## config.mk

```make
export PLATFORM = sky130hd
export DESIGN_NAME = ad_scheduler
export DESIGN_NICKNAME = d
export VERILOG_FILES = /design/src/rtl/ad_scheduler.sv
export SDC_FILE = /design/constraint.sdc
export NUM_CORES = 1
export LEC_CHECK = 0
export ABC_CLOCK_PERIOD_IN_PS = 2500
export CAP_MARGIN = 5
export CORE_MARGIN = 2
export CORE_UTILIZATION = 55
export DETAILED_ROUTE_END_ITERATION = 8
export GPL_TIMING_DRIVEN = 1
export HOLD_SLACK_MARGIN = 0.15
export PLACE_DENSITY_LB_ADDON = 0.3
export SLEW_MARGIN = 5
export SYNTH_ARGS = -nofsm -noshare
export SYNTH_HDL_FRONTEND = slang
export SYNTH_SLANG_ARGS = --single-unit
```

## constraint.sdc

```tcl
create_clock -name clock -period 2.5 [get_ports clock]
set_clock_uncertainty 0.1 [all_clocks]
set_input_delay 0.5 -clock clock [delete_from_list [all_inputs] [get_ports clock]]
set_output_delay 0.5 -clock clock [all_outputs]
set_load 0.01 [all_outputs]
```

## src/rtl/ad_scheduler.sv

```systemverilog
// Ad scheduler: request FIFO, frequency-capped presentation FSM
// and saturating per-ad impression counters.
//
// Ports:
//   clock, reset        rising-edge clock, async active-low reset
//   req_valid/req_movie upstream ad request (push when req_ready)
//   req_ready           FIFO not full
//   ad_valid/ad_id      ad currently presented to the display
//   ad_ack              display consumed the presented ad
//   count_sel/count_out combinational impression counter readout
//   busy                FIFO non-empty or an ad is being presented
module ad_scheduler #(
    parameter int DEPTH = 4,
    parameter int CAP   = 2
) (
    input  logic       clock,
    input  logic       reset,
    input  logic       req_valid,
    input  logic [1:0] req_movie,
    output logic       req_ready,
    output logic       ad_valid,
    output logic [1:0] ad_id,
    input  logic       ad_ack,
    input  logic [1:0] count_sel,
    output logic [7:0] count_out,
    output logic       busy
);

    localparam int AW = $clog2(DEPTH);

    typedef enum logic {
        IDLE,
        PRESENT
    } state_t;

    state_t state, state_nx;

    logic [1:0]    mem [DEPTH];
    logic [AW-1:0] wptr, rptr;
    logic [AW:0]   occ;
    logic          full, empty;
    logic          push, pop, done;

    logic [1:0]    head, sel_id;
    logic          capped;
    logic [1:0]    last_id;
    logic [1:0]    rep;
    logic [7:0]    cnt [4];

    assign full  = (occ == (AW+1)'(DEPTH));
    assign empty = (occ == '0);

    // A full FIFO refuses a push even when a pop frees a slot
    // in the same cycle.
    assign req_ready = ~full;
    assign push      = req_valid & ~full;

    assign ad_valid = (state == PRESENT);
    assign done     = ad_valid & ad_ack;
    assign busy     = ~empty | ad_valid;

    assign head = mem[rptr];

    // Code 11 is never capped; anything else is replaced by 11
    // once it has been acknowledged CAP times in a row.
    assign capped = (head != 2'b11) && (head == last_id)
                 && ({30'd0, rep} >= 32'(CAP));
    assign sel_id = capped ? 2'b11 : head;

    assign count_out = cnt[count_sel];

    always_ff @(posedge clock or negedge reset) begin
        if (!reset) begin
            state <= IDLE;
        end else begin
            state <= state_nx;
        end
    end

    always_comb begin
        state_nx = state;
        pop      = 1'b0;
        unique case (state)
            IDLE: begin
                if (!empty) begin
                    pop      = 1'b1;
                    state_nx = PRESENT;
                end
            end
            PRESENT: begin
                if (ad_ack) begin
                    state_nx = IDLE;
                end
            end
        endcase
    end

    always_ff @(posedge clock or negedge reset) begin
        if (!reset) begin
            wptr <= '0;
            rptr <= '0;
            occ  <= '0;
            for (int i = 0; i < DEPTH; i++) begin
                mem[i] <= 2'b00;
            end
        end else begin
            if (push) begin
                mem[wptr] <= req_movie;
                wptr      <= wptr + AW'(1);
            end
            if (pop) begin
                rptr <= rptr + AW'(1);
            end
            unique case ({push, pop})
                2'b10:   occ <= occ + (AW+1)'(1);
                2'b01:   occ <= occ - (AW+1)'(1);
                default: occ <= occ;
            endcase
        end
    end

    always_ff @(posedge clock or negedge reset) begin
        if (!reset) begin
            ad_id <= 2'b00;
        end else if (pop) begin
            ad_id <= sel_id;
        end
    end

    always_ff @(posedge clock or negedge reset) begin
        if (!reset) begin
            last_id <= 2'b00;
            rep     <= 2'd0;
        end else if (done) begin
            if (ad_id == last_id) begin
                if (rep != 2'd3) begin
                    rep <= rep + 2'd1;
                end
            end else begin
                last_id <= ad_id;
                rep     <= 2'd1;
            end
        end
    end

    // Indexed by the presented code, so substitutions count as 11.
    always_ff @(posedge clock or negedge reset) begin
        if (!reset) begin
            for (int i = 0; i < 4; i++) begin
                cnt[i] <= 8'd0;
            end
        end else if (done && cnt[ad_id] != 8'hff) begin
            cnt[ad_id] <= cnt[ad_id] + 8'd1;
        end
    end

endmodule

```

==> flow_summary.ini <==
[run_status]
outcome = completed

[yosys]
syn_area_per_cell_um2 = 13.68
ys_seq_area_share_pct = 46.81
ys_seq_elements = 54
ys.warnings.count = 0
mappedNetlistArea_mm2 = 0.002887
synthDistinctLibCells = 28
syn_inst = 211
synthesis.nets = 228

[clocking]
numCtsBuffers = 5
htreeDepth = 2
clock_path_buffers = 2
cts_num_sinks = 54
clkSlewWorstSetupHoldPaths_ns = 0.09
insertion_delay_ns = 0.31
cts_setup_buffers = 0
root_buffer = clkbuf_8
cts_tree = done

[global_route]
grt_max_degree = 30
antenna_found_initial = 0
first_global_vias = 1768
grt_use_total_pct = 19.21
globalRouteOverflowTotal = 0
grt_pass1_wl_um = 8618

[route]
drtPass1Iterations = 4
viasPerCell = 5.502
ant_nets = 0
wl_per_cell_um = 16.23
num_vias = 1711
drt-initial-drc-count = 74
drc = 0
totalWireLength_um = 5046

[timing]
tightest_slew_ns = 0.5998
setup_viol = 0
hold_viol = 0
fin_crit_sh_pct = 94.52
period_needed_ns = 2.363
slew_headroom_pct = 60.02
report.final.slew_viol_count = 0
rsz0062_at_grt = no
layout_setup_ws_ns = 0.1369
fmax_ghz = 0.4232
holdWs_ns = 0.4011

[layout]
final_nets = 257
fin_area_mm2 = 0.003308
n_antenna_cell = 0
drive_above_1_share_pct = 31.95
fillers = 398
syn_to_final_growth_pct = 14.61

[worst_setup_path]
cp_cell_sequence = mux4_2, ha_1, nand4_4, o21ai_4, mux2_2
arrival_ns = 2.46
critPathRequiredTime_ns = 2.59
critical_path_buf_inv_count = 0
cpPeakStageDelay_ns = 0.48
start_kind = flop
crit_type = reg -> reg
path_delay_family = multiplexers
worst-r2r-setup-slack_ns = 0.14
cp-end-kind = flop
critPathMaxFanout = 9
cpMaxStageDelayCell = dfrtp_1

[floorplanning]
initial_core_util_pct = 56.88
core_mm2 = 0.005075
fp.dieH_um = 76.45
num_rows = 26
dieArea_mm2 = 0.005844
die_x_um = 76.45
io_pins = 21

[placed_design]
routabilityCongestion = 0.7776
hpwl_um = 3606
numPortBuffers = 20
placed_area_mm2 = 0.003218
pre_cts_slack_ns = -0.2803

[pwr]
power.density_mw_per_mm2 = 1062
leakage_nw = 1.486
ir_drop_mv = 0.5719
power_w = 0.003512

[job]
maxCapViolations = 0

[hold_path]
hp-class = reg -> reg
synthesized netlist by cell type, drive strengths merged:
master / number / share of area [%]
nor3b: 2 / 0.52
nor2: 11 / 1.4
nand2b: 1 / 0.22
xnor2: 10 / 3.0
a21oi: 7 / 1.2
fa: 1 / 0.69
mux2: 38 / 15
nand3: 4 / 1.3
mux4: 18 / 14
dfrtp: 54 / 47
o21ai: 11 / 3.5
and2: 2 / 0.43
clkbuf: 3 / 0.39
buf: 4 / 1.3
xor2: 6 / 1.8
nand2: 17 / 2.2
inv: 8 / 1.0
nor3: 5 / 1.0
ha: 8 / 3.5
nand4: 1 / 0.74
per-stage QoR:
stage               instances  TNS (ns)  utilization, %
floorplan                 211         0               -
global placement          302    -1.941           63.41
detailed placement        302    -2.093           63.41
CTS                       311         0           65.19
global route              311         0           65.19
finish                    311         0           65.19
metal layers:
metal	global-route usage (%)	vias up	part of all wire, %
li1	-	817	-
met1	27.31	858	48
met2	29.38	31	47
met3	3.910	5	3.1
met4	7.636	0	1.6
met5	0	-	0
layout by cell type, fill, tap and decap left out, drive strengths merged:
cell type | Yosys | final
dfrtp | 54 | 54
mux2 | 38 | 38
mux4 | 18 | 18
nand2 | 17 | 17
nor2 | 11 | 11
o21ai | 11 | 11
xnor2 | 10 | 10
clkdlybuf4s50 | 0 | 10
dlygate4sd2 | 0 | 9
buf | 4 | 9
inv | 8 | 8
ha | 8 | 8
a21oi | 7 | 7
clkbuf | 3 | 7
xor2 | 6 | 6
nor3 | 5 | 5
nand3 | 4 | 4
and2 | 2 | 2
nor3b | 2 | 2
nand2b | 1 | 1
nand4 | 1 | 1
fa | 1 | 1
clkinv | 0 | 1
dlygate4sd3 | 0 | 1
registers in the layout (all words and copies together) (netlist names):
name      count
mem           8
ad_valid      1
cnt          32
occ           3
wptr          2
ad_id         2
rep           2
last_id       2
rptr          2
cell type report:
cell class / instances / area, um2 / area share [%]
clock buffer: 7 / 86.33 / 2.610
clock inverter: 1 / 5.005 / 0.1513
inverter: 8 / 30.03 / 0.9077
multi-input combinational: 142 / 1456 / 44.02
sequential: 54 / 1351 / 40.85
tap: 70 / 87.58 / 2.648
timing repair buffer: 29 / 291.5 / 8.812
worst paths after layout:
kind / startpoint / end / depth (start not counted)
hold reg to reg: occ[2] / occ[2] / 1
setup / recovery: ad_id[0] / cnt[21] / 5
setup reg to reg: ad_id[0] / cnt[21] / 5
hold / removal: occ[2] / occ[2] / 1
min in group asynchronous: reset / rep[0] / 2
max in group asynchronous: reset / cnt[26] / 3
power breakdown:
part	internal, W	switching, W	leakage (nW)
combinational	0.000842	0.000745	0.753
clock	0.000224	0.000273	0.0482
sequential	0.00117	0.000253	0.685
total	0.00224	0.00127	1.49
timing repair:
action	4_1_cts	5_1_grt
setup endpoints to repair	8	0
resized for setup	9	0
hold buffers	1	0
hold endpoints to repair	25	0
logic make-up (layout without fill, tap and decap cells):
kind of cell	count (synthesis)	count (layout)	share of synthesized area, %
flops	54	54	46.81
fa+ha+maj	9	9	4.161
xor+xnor	16	16	4.855
mux	56	56	28.87
buf+inv	15	45	2.731
compound gates	18	18	4.681
simple gates	43	43	7.889
No activity file was read; power rests on OpenSTA's default activity.
